===== src/rtl/bus_arb_pkg.sv =====
// Shared encodings for the bus-master scheduler and the pin-level bus arbitration block.
package bus_arb_pkg;

  localparam int NSLOTS_DEF = 5;

  typedef enum logic [2:0] {
    ST_IDLE      = 3'd0,
    ST_GRANT     = 3'd1,
    ST_TENURE    = 3'd2,
    ST_PREEMPT   = 3'd3,
    ST_CPU_SLICE = 3'd4
  } sched_state_e;

  // Who currently masters the bus, as seen by bus_arbitration.
  typedef enum logic [1:0] {
    BM_CPU   = 2'd0,
    BM_SDMAC = 2'd1,
    BM_SLOT  = 2'd2
  } bus_master_e;

  // Handshake phase codes reported by bus_arbitration.
  localparam logic [1:0] BA_IDLE    = 2'd0;
  localparam logic [1:0] BA_REQ     = 2'd1;
  localparam logic [1:0] BA_GRANTED = 2'd2;
  localparam logic [1:0] BA_OWNED   = 2'd3;

  function automatic int max3(input int a, input int b, input int c);
    int m;
    m = (a > b) ? a : b;
    return (m > c) ? m : c;
  endfunction

endpackage


===== src/rtl/round_robin_priority_encoder.sv =====
// Picks the first requester strictly after last, wrapping; last itself is picked only if alone.
module round_robin_priority_encoder #(
  parameter int N  = 5,
  parameter int IW = (N > 1) ? $clog2(N) : 1
) (
  input  logic [N-1:0]  req,
  input  logic [IW-1:0] last,
  output logic          valid,
  output logic [IW-1:0] idx
);

  logic [IW-1:0] j;

  // Walk offsets from farthest to nearest so the nearest requester overwrites.
  always_comb begin
    valid = 1'b0;
    idx   = '0;
    j     = '0;
    for (int k = N; k >= 1; k--) begin
      j = IW'((int'(last) + k) % N);
      if (req[j]) begin
        valid = 1'b1;
        idx   = j;
      end
    end
  end

endmodule


===== src/rtl/bus_tenure_scheduler.sv =====
// Chooses the next DMA bus master (SDMAC or a Zorro slot) and times its tenure,
// enforcing ack timeout, slot preemption and a CPU slice between tenures.
module bus_tenure_scheduler
  import bus_arb_pkg::*;
#(
  parameter int NSLOTS      = NSLOTS_DEF,
  parameter int MAX_TENURE  = 64,
  parameter int CPU_SLICE   = 4,
  parameter int ACK_TIMEOUT = 16
) (
  input  logic              clk100,
  input  logic              reset_n,
  input  logic              cpuclk_rising,
  input  logic              sdmac_req,
  input  logic [NSLOTS-1:0] slot_req,
  input  logic              owner_active,
  output logic [NSLOTS-1:0] grant,
  output logic              grant_sdmac,
  output logic              preempt,
  output logic              sched_busy,
  output logic              timeout_err
);

  localparam int  CW      = $clog2(max3(MAX_TENURE, CPU_SLICE, ACK_TIMEOUT) + 1);
  localparam int  IW      = (NSLOTS > 1) ? $clog2(NSLOTS) : 1;
  localparam bit  PRE_EN  = (MAX_TENURE != 0);
  localparam logic [CW-1:0] CNT_SAT = '1;

  sched_state_e      state, state_nx;
  logic [CW-1:0]     cnt;
  logic [IW-1:0]     last_grant, last_nx, pick;
  logic              pick_vld;
  logic [NSLOTS-1:0] pick_onehot;
  logic [NSLOTS-1:0] grant_nx;
  logic              gsd_nx, preempt_nx, tout_nx;
  logic              req_held, pending;

  round_robin_priority_encoder #(.N(NSLOTS), .IW(IW)) u_rr (
    .req   (slot_req),
    .last  (last_grant),
    .valid (pick_vld),
    .idx   (pick)
  );

  for (genvar i = 0; i < NSLOTS; i++) begin : g_oh
    assign pick_onehot[i] = (pick == IW'(i));
  end

  assign req_held   = grant_sdmac ? sdmac_req : |(slot_req & grant);
  assign pending    = sdmac_req | (|(slot_req & ~grant));
  assign sched_busy = (state != ST_IDLE);

  // State, counter and registered outputs.
  always_ff @(posedge clk100 or negedge reset_n) begin
    if (!reset_n) begin
      state       <= ST_IDLE;
      cnt         <= '0;
      last_grant  <= IW'(NSLOTS - 1);
      grant       <= '0;
      grant_sdmac <= 1'b0;
      preempt     <= 1'b0;
      timeout_err <= 1'b0;
    end else begin
      state       <= state_nx;
      last_grant  <= last_nx;
      grant       <= grant_nx;
      grant_sdmac <= gsd_nx;
      preempt     <= preempt_nx;
      timeout_err <= tout_nx;
      // Every state entry restarts the count, even if a CPU edge lands that cycle.
      if (state_nx != state)
        cnt <= '0;
      else if (cpuclk_rising && cnt != CNT_SAT)
        cnt <= cnt + CW'(1);
    end
  end

  always_comb begin
    state_nx = state;
    case (state)
      ST_IDLE:
        if (sdmac_req || pick_vld) state_nx = ST_GRANT;
      ST_GRANT:
        if (owner_active)                      state_nx = ST_TENURE;
        else if (!req_held)                    state_nx = ST_IDLE;
        else if (cnt == CW'(ACK_TIMEOUT))      state_nx = ST_CPU_SLICE;
      ST_TENURE:
        if (!owner_active)                     state_nx = ST_CPU_SLICE;
        else if (PRE_EN && !grant_sdmac && cnt >= CW'(MAX_TENURE) && pending)
                                               state_nx = ST_PREEMPT;
      ST_PREEMPT:
        if (!owner_active)                     state_nx = ST_CPU_SLICE;
      ST_CPU_SLICE:
        if (cnt == CW'(CPU_SLICE))             state_nx = ST_IDLE;
      default:                                 state_nx = ST_IDLE;
    endcase
  end

  always_comb begin
    grant_nx   = grant;
    gsd_nx     = grant_sdmac;
    preempt_nx = 1'b0;
    tout_nx    = 1'b0;
    last_nx    = last_grant;
    case (state)
      ST_IDLE:
        if (state_nx == ST_GRANT) begin
          if (sdmac_req) begin
            gsd_nx = 1'b1;
          end else begin
            grant_nx = pick_onehot;
            last_nx  = pick;
          end
        end
      ST_GRANT, ST_TENURE: begin
        // Grant survives only the GRANT->TENURE hand-over.
        if (state_nx != state && state_nx != ST_TENURE) begin
          grant_nx = '0;
          gsd_nx   = 1'b0;
        end
        preempt_nx = (state_nx == ST_PREEMPT);
        tout_nx    = (state == ST_GRANT) && (state_nx == ST_CPU_SLICE);
      end
      ST_PREEMPT: begin
        grant_nx   = '0;
        gsd_nx     = 1'b0;
        preempt_nx = (state_nx == ST_PREEMPT);
      end
      default: begin
        grant_nx = '0;
        gsd_nx   = 1'b0;
      end
    endcase
  end

endmodule


===== config.mk =====
export PLATFORM = sky130hd
export DESIGN_NAME = bus_tenure_scheduler
export DESIGN_NICKNAME = d
export VERILOG_FILES = /design/src/rtl/bus_arb_pkg.sv /design/src/rtl/round_robin_priority_encoder.sv /design/src/rtl/bus_tenure_scheduler.sv
export SDC_FILE = /design/constraint.sdc
export NUM_CORES = 1
export LEC_CHECK = 0
export ABC_AREA = 1
export CAP_MARGIN = 20
export CORE_UTILIZATION = 55
export CTS_CLUSTER_DIAMETER = 60
export DETAILED_ROUTE_END_ITERATION = 7
export PLACE_DENSITY_LB_ADDON = 0.1
export SETUP_SLACK_MARGIN = 0.4
export SYNTH_ARGS = -nofsm -noshare
export SYNTH_HDL_FRONTEND = slang
export SYNTH_SLANG_ARGS = --single-unit

===== constraint.sdc =====
create_clock -name clk100 -period 3.7 [get_ports clk100]
set_input_delay 0.74 -clock clk100 [delete_from_list [all_inputs] [get_ports clk100]]
set_output_delay 0.74 -clock clk100 [all_outputs]
set_load 0.05 [all_outputs]

==> results.txt <==
RSZ-0062 raised after global routing -> true
Library cells used by synthesis -> 39
Syn avg cell area -> 6.293 um^2
Cells after DPL -> 528
IO buf count -> 18
Period utilization -> 0.9787
Gpl congestion -> 0.9309
Inserted Diodes -> 0
Share of cells above drive strength 1 -> 0.3072
Worst hold-check path type -> register to register
CP Max Fanout -> 6
Critical path endpoint category -> register
P&R area growth vs syn -> 36.61%
Post-Syn Area -> 2738 um^2
Setup Skew -> 0.002444 ns
CTS root buffer -> clkbuf_8
Slew margin rel. -> 0.3835
Setup-failing EPs final -> 0
Worst-Skew Late Latency -> 0.26 ns
Initial antenna violation count -> 0
Sequential Area -> 528.0 um^2
Seq/Total Area, Yosys -> 0.1924
Layout fillers -> 351
CP required -> 3.85 ns
Final Hold Viols -> 0
Outcome -> complete, no violations
Slew @ Worst Pin -> 0.9219 ns
Non-Filler Instances -> 565
Syn Nets -> 474
Die W -> 72.55 um
Area of the multi-input gates -> 2293 um^2
Synth Flop Type -> dfrtp_1
Vias per Instance -> 5.593
Syn Inst Count -> 435
TritonCTS Sinks -> 21
Fmax -> 0.2761 GHz
GRT Overall Usage -> 0.2973
Largest net degree at the start of global routing -> 22
Final instance area -> 3740 um^2
Post-DP HPWL -> 5451 um
Post-route ant nets -> 0
Routed WL -> 8006 um
WL/cell -> 14.17 um
Clock-pin slew on the worst setup and hold paths -> 0.08 ns
Clock Tree Buf Depth -> 2
Worst setup path category -> register to register
Nets -> 538
DR iter-0 viols -> 262
GR Overflow Total -> 0
Minimum clock period -> 3.621 ns
Core region area -> 4755 um^2
Vias -> 3160
IO Count -> 19
CTS Buf Count -> 3
Chip Height -> 72.55 um
Max_cap viols -> 0
Seq cells post-synth -> 21
Min Hold Slack -> 0.5457 ns
DRC viols -> 0
Initial core utilization -> 0.5758
Critical Path AT -> 3.77 ns
Cell area after placement -> 3171 um^2
Number of global-route vias before repair -> 2813
Synth Warn # -> 0
FFs w/ async S/R, synth -> 1.000
Htree depth -> 1
Std cell rows -> 25
First-pass GRT wire length -> 12430 um
CTS tree -> done
Critical path startpoint category -> register
DIE AREA -> 5264 um^2
First drt pass iteration count -> 5
Post-synth EDFFs -> 0
Fin. max-slew vios -> 0
## placed cells by master (no fill, tap or decap), drive strengths merged, types with 8 or more instances in the layout
master / n
inv: 62
dfrtp: 20
clkdlybuf4s50: 18
o21ai: 20
nor3: 8
a21oi: 15
nand3: 65
nor2: 34
buf: 46
ha: 28
nand4: 13
nand2: 129
## timing repair
action,in CTS,in global routing
pin swaps,28,19
buffers inserted,25,8
gates cloned,0,0
setup endpoints to repair,16,17
gates resized for setup,37,40
hold buffers,0,0
## synthesized netlist by cell type, types with 4 or more instances
cell type	instances	area, um^2
nand2_2	14	87.58
dfrtp_1	20	500.5
nand2_1	113	424.2
nor3_1	7	35.03
nand3_2	5	50.05
o21ai_0	14	70.07
nand3_1	59	295.3
nand4_1	13	81.33
xor2_1	7	61.31
a21oi_1	14	70.07
nor4_1	4	25.02
clkbuf_1	5	18.77
or2_2	4	25.02
ha_1	28	350.3
inv_2	6	22.52
inv_1	56	210.2
o21ai_1	4	20.02
nor2_1	33	123.9
## cell type report
class / count / share of cell area
multi-input combinational: 347 / 0.6132
timing repair buffer: 64 / 0.1465
sequential: 21 / 0.1412
inverter: 62 / 0.06424
tap: 67 / 0.02242
clock buffer: 3 / 0.01104
clock inverter: 1 / 0.001338
## stage by stage
step	utilization	setup WS [ns]	setup TNS [ns]
2_1_floorplan	-	0.06892	0
3_3_place_gp	0.6668	0.02077	0
3_5_place_dp	0.6668	-0.04037	-0.1838
4_1_cts	0.7442	0.1520	0
5_1_grt	0.7866	-0.1610	-1.722
6_report	0.7866	0.07868	0
## registers in the layout, summed over array words and instances (netlist names)
| signal | flops |
|---|---|
| grant_sdmac | 1 |
| timeout_err | 1 |
| cnt | 7 |
| grant | 5 |
| state | 3 |
| last_grant | 3 |
| preempt | 1 |
## worst paths after layout
check / slack (ns) / depth (start not counted) / to / start
min: 0.55 / 2 / grant[0] / grant[0]
max reg2reg: 0.08 / 26 / cnt[3] / last_grant[2]
max: 0.08 / 26 / cnt[3] / last_grant[2]
min in group asynchronous: 0.99 / 1 / grant[4] / reset_n
max in group asynchronous: 2.08 / 1 / last_grant[0] / reset_n
min reg2reg: 0.55 / 2 / grant[0] / grant[0]
## logic make-up after synthesis
| family | Yosys count | synth area share |
|---|---|---|
| flip-flops | 21 | 0.1924 |
| XOR/XNOR | 7 | 0.02240 |
| buffers and inverters | 67 | 0.09186 |
| adder cells (fa/ha/maj) | 29 | 0.1353 |
| AND/OR/NAND/NOR | 263 | 0.4557 |
| AO/OA/AOI/OAI | 48 | 0.1024 |
## metal layers
layer	GRT usage	routed length, um	vias to the layer above
met5	0	0	-
met4	0.04575	86	0
met1	0.4015	3599	1463
met2	0.5099	3886	120
met3	0.04583	434	12
li1	-	-	1565
## worst max-delay path, cell delays in order (launching register included)
cell	delay, ns
dfstp_2	0.57
inv_4	0.05
ha_2	0.19
ha_1	0.20
nor2_2	0.14
buf_4	0.13
o21ai_2	0.07
buf_4	0.14
ha_1	0.16
or2_2	0.30
nand2_2	0.09
nand2_1	0.08
nand2_1	0.07
nand2_1	0.10
nand3_1	0.12
nand2_1	0.05
nor2_1	0.09
nand2_1	0.06
nor2_1	0.10
nand2_1	0.07
nand2_2	0.10
nand3_2	0.07
nand2_2	0.08
nand2_4	0.09
buf_4	0.16
o21bai_1	0.12
a21oi_1	0.07
Power is not shown: default switching activity piles up to over one toggle a cycle in this logic, so the estimate is an artifact.
==> edit 1, RTL diff (same settings) <==
The 5 states of `sched_state_e` get a one-hot encoding in 5 bits.
--- a/src/rtl/bus_arb_pkg.sv
+++ b/src/rtl/bus_arb_pkg.sv
@@ -3,12 +3,12 @@
 
   localparam int NSLOTS_DEF = 5;
 
-  typedef enum logic [2:0] {
-    ST_IDLE      = 3'd0,
-    ST_GRANT     = 3'd1,
-    ST_TENURE    = 3'd2,
-    ST_PREEMPT   = 3'd3,
-    ST_CPU_SLICE = 3'd4
+  typedef enum logic [4:0] {
+    ST_IDLE      = 5'b00001,
+    ST_GRANT     = 5'b00010,
+    ST_TENURE    = 5'b00100,
+    ST_PREEMPT   = 5'b01000,
+    ST_CPU_SLICE = 5'b10000
   } sched_state_e;
 
   // Who currently masters the bus, as seen by bus_arbitration.
Formal check against the unedited RTL: no difference found for any inputs over 4 cycles, from zero or initial values and one cycle with reset_n low; so few cycles prove little.
==> edit 1 against the original RTL <==
The flow now finishes with violations (setup timing). Maximum frequency shrank 2.2%. Synthesized area grew 8.4%. Setup slack lost 0.083 ns. Routed wire length grew 6.9%. Design area grew 8.7%. Critical path depth grew 3. Clock skew is essentially flat. Sequential cell count grew 2. Synthesized cell count grew 8.0%. Largest cell class unchanged.
Power is left out: the tool's default activity adds up to more than one toggle a clock period on the data nets, which glitch-free logic cannot reach.
==> edit 1: results <==
group,metric,value,unit
route,first_pass_iters,6,
status,violations,"setup timing",
place,place.gp.congestion,0.919,
grt,grt_first_pass_wirelength,13200,microns
grt,grt_max_degree,24,
route,drt_wl_total,8560,microns
clock_tree,h-tree-depth,1,
worst_setup_path,crit_arrival,3.86,ns
synth,seq_area_frac_synth,19.5,%
place,place_area,0.00343,sq mm
clock_tree,insertion_delay,0.26,ns
clock_tree,cts_buffers,3,
synth,yosysUniqueCellTypes,41,
clock_tree,cts.reportedPaths.clkPinSlew,0.08,ns
grt,groute.usage.overall,30.0,%
sta,relSlewSlack,57.3,%
place,dp_hpwl,5970,microns
final_layout,num_antenna_cells,0,
worst_setup_path,cpMaxStageDelayCell,"dfstp_2",
sta,final-setup-viol-count,2,
route,drtIter0Drc,269,
sta,setup_slack,-0.00442,ns
sta,clock_skew,0.00266,ns
worst_setup_path,crit_path_max_incr_delay,0.64,ns
synth,synth.area.top_cells,"dfrtp_1 (18%), nand2_1 (17%), ha_1 (12%)",
synth,synthTopCellsByCount,"nand2_1 (134), inv_1 (61), nand3_1 (58)",
synth,syn-num-nets,508,
synth,ys.warnings.count,0,
synth,synthArstFlopShare,100,%
final_layout,drive_above_1_share,30.5,%
status,status,"complete, but fails checks",
final_layout,nets,576,
final_layout,reg.largest.list,"cnt (7), grant (5), state (5)",
route,vias_per_cell,5.46,
worst_setup_path,cp_max_fo,7,
grt,grt_pass1_vias,2968,
final_layout,num-fill-cells,378,
==> edit 1: cell types whose count changed in the layout (fill, tap and decap cells not counted), sizes merged, moves of 3 or more <==
cell,before,now
a21oi,15,7
buf,46,51
nand2,129,161
nand3,65,62
o21ai,20,26
nor3,8,5
inv,62,68
nand3b,3,0
==> edit 1: stage by stage <==
step | TNS [ns] | cells | worst slack [ns] | util (%)
4_1_cts | 0 | 597 | 0.0812 | 74.2
6_report | -0.00585 | 607 | -0.00442 | 79.1
5_1_grt | -2.05 | 607 | -0.198 | 79.1
3_3_place_gp | 0 | 572 | 0.00811 | 66.7
2_1_floorplan | -0.476 | 470 | -0.0846 | -
3_5_place_dp | -1.03 | 572 | -0.134 | 66.7
==> edit 1: what timing repair did <==
item                                    CTS  global route
gates resized for setup                  41            42
pin swaps                                29            17
hold endpoints to repair                  0             0
endpoints found under the setup margin   17            18
setup buffers                            21             9
==> edit 1: worst reg2reg max path, delay by kind of cell, from the launching register on <==
family | cells | cell delay (ns)
DFF | 1 | 0.64
xor gates and xnor gates | 1 | 0.16
adders and majority gates | 2 | 0.41
buffers and inverters | 4 | 0.31
and+or+nand+nor | 22 | 2.07
==> edit 1: area by class of cell <==
type | instances | area [sq um] | share of cell area [%]
tap | 70 | 87.6 | 2.15
multi-input combinational | 371 | 2440 | 60.0
timing repair buffer | 69 | 623 | 15.3
sequential | 23 | 581 | 14.3
clock buffer | 4 | 45.0 | 1.11
inverter | 70 | 289 | 7.11
==> edit 1: final timing paths <==
kind                       slack [ns]  depth (start not counted)                 startpoint                        end
min in group asynchronous        0.72                          1                    reset_n         state[3]$_DFF_PN0_
min                              0.56                          2       grant[1]$_DFFE_PN0P_       grant[1]$_DFFE_PN0P_
max in group asynchronous        2.50                          2                    reset_n  last_grant[2]$_DFFE_PN1P_
max                            -0.004                         29  last_grant[2]$_DFFE_PN1P_       grant[0]$_DFFE_PN0P_
min reg2reg                      0.56                          2       grant[1]$_DFFE_PN0P_       grant[1]$_DFFE_PN0P_
max reg2reg                    -0.004                         29  last_grant[2]$_DFFE_PN1P_       grant[0]$_DFFE_PN0P_
==> edit 1: kinds of logic (layout without fill, tap and decap cells) <==
kind of cell | after synthesis | count (layout) | synth area share, %
buffers and inverters | 76 | 143 | 10.2
adder cells (fa/ha/maj) | 28 | 28 | 11.8
AO/OA/AOI/OAI | 43 | 43 | 8.31
AND/OR/NAND/NOR | 291 | 291 | 47.3
XOR/XNOR | 9 | 9 | 2.91
flip-flops | 23 | 23 | 19.5
==> edit 1: per-layer routing <==
layer,GRT usage (%),share of wire [%],up-vias
li1,-,-,1663
met3,4.50,5.6,19
met1,39.8,45,1499
met4,5.56,1.4,0
met2,52.2,48,133
met5,0,0,-
==> edit 2, RTL diff (same flow settings) <==
Made on the original files. Change the parameter `MAX_TENURE` from 64 to 128.
--- a/src/rtl/bus_tenure_scheduler.sv
+++ b/src/rtl/bus_tenure_scheduler.sv
@@ -4,7 +4,7 @@
   import bus_arb_pkg::*;
 #(
   parameter int NSLOTS      = NSLOTS_DEF,
-  parameter int MAX_TENURE  = 64,
+  parameter int MAX_TENURE  = 128,
   parameter int CPU_SLICE   = 4,
   parameter int ACK_TIMEOUT = 16
 ) (
Function: same outputs for any inputs over 4 cycles, from zero or initial values and one cycle with reset_n low; that may be too few to reach the edited logic, so the function may still have changed.
==> edit 2 against the original RTL <==
The flow now finishes with violations (setup timing). Routed wire length decreased by 0.11%. Design area increased by 3.2%. Die area increased by 2.4%. Cell count increased by 1.9%. Global-route usage is 0.26 points higher. First-iteration DRC count down 15%. Setup slack lost 0.13 ns. Synthesized cell count is 0.23% higher. Synthesized area up 2.5%. Via count up 0.85%. Sequential cell count up 1. Maximum frequency is 3.4% lower. Critical path type unchanged. Highest routed layer unchanged.
Power is left out: the tool's default activity adds up to more than one toggle a clock period on the data nets, which glitch-free logic cannot reach.
==> edit 2: results <==
group,metric,value,unit
status,status,"complete, but fails checks",
status,violations,"setup timing",
grt,grt_first_pass_wirelength,12500,microns
worst_setup_path,endpoint,"grant[1]$_DFFE_PN0P_",
route,drt_wl_total,8000,microns
synth,yosysUniqueCellTypes,41,
final_layout,num-fill-cells,363,
place,place.gp.congestion,0.917,
worst_setup_path,crit_path_max_incr_delay,0.61,ns
sta,fin_setup_tns,-0.224,ns
synth,synth_xor_area_share,2.77,%
grt,grt_max_degree,23,
final_layout,reg.largest.list,"cnt (8), grant (5)",
route,drtIter0Drc,223,
synth,synth_compound_area_share,9.41,%
synth,avgSynthCellArea,6.43,sq um
synth,synth.area.top_cells,"dfrtp_1 (19%), nand2_1 (16%), ha_1 (12%)",
final_layout,nets,549,
grt,groute.usage.overall,30.0,%
route,vias,3187,
synth,synthTopCellsByCount,"nand2_1 (116), inv_1 (66), nand3_1 (47)",
worst_setup_path,cp_max_fo,5,
place,place_ws,-0.0856,ns
place,place_area,0.00339,sq mm
sta,final-setup-viol-count,6,
clock_tree,cts_setup_buffers,14,
sta,setup_slack,-0.0481,ns
worst_hold_path,hp-start,"grant[1]$_DFFE_PN0P_",
worst_setup_path,crit_arrival,3.92,ns
==> edit 2: changes by cell type after synthesis, sizes merged, moves of 3 or more <==
| cell | delta |
|---|---|
| nand2 | +9 |
| nor3 | +5 |
| nand4 | -3 |
| a21oi | -7 |
| inv | +7 |
| nand3 | -9 |
| nor2 | -3 |
==> edit 2: cell type report <==
| cell class | instances | area share (%) |
|---|---|---|
| clock buffers | 4 | 1.43 |
| flip-flops and latches | 22 | 14.3 |
| inverters | 70 | 7.26 |
| multi-input cells | 339 | 58.8 |
| repair buffers | 74 | 16.0 |
| well taps | 67 | 2.17 |
==> edit 2: critical path: cells and delay by family, from the launching register on <==
| family | cells | cell delay [ns] |
|---|---|---|
| adders and majority gates | 2 | 0.28 |
| xor gates and xnor gates | 1 | 0.19 |
| and+or+nand+nor | 26 | 2.23 |
| DFF | 1 | 0.61 |
| buffers and inverters | 3 | 0.33 |
==> edit 2: worst min path at each step <==
| stage | endpoint | slack, ns | cells after the start |
|---|---|---|---|
| finish | grant[1]$_DFFE_PN0P_ | 0.53 | 2 |
| global route | grant[1]$_DFFE_PN0P_ | 0.56 | 2 |
| CTS | grant[1]$_DFFE_PN0P_ | 0.54 | 2 |
| detailed placement | grant[1]$_DFFE_PN0P_ | 0.52 | 2 |
| global placement | grant_sdmac$_DFFE_PN0P_ | 0.51 | 2 |
| floorplan | cnt[0]$_DFFE_PN0P_ | 0.44 | 0 |
==> edit 2: routing by layer <==
| metal | track usage (%) | vias up | wire [microns] |
|---|---|---|---|
| met3 | 4.80 | 11 | 459 |
| met2 | 50.3 | 125 | 3880 |
| met5 | 0 | - | 0 |
| li1 | - | 1564 | - |
| met1 | 40.8 | 1487 | 3570 |
| met4 | 6.20 | 0 | 87 |
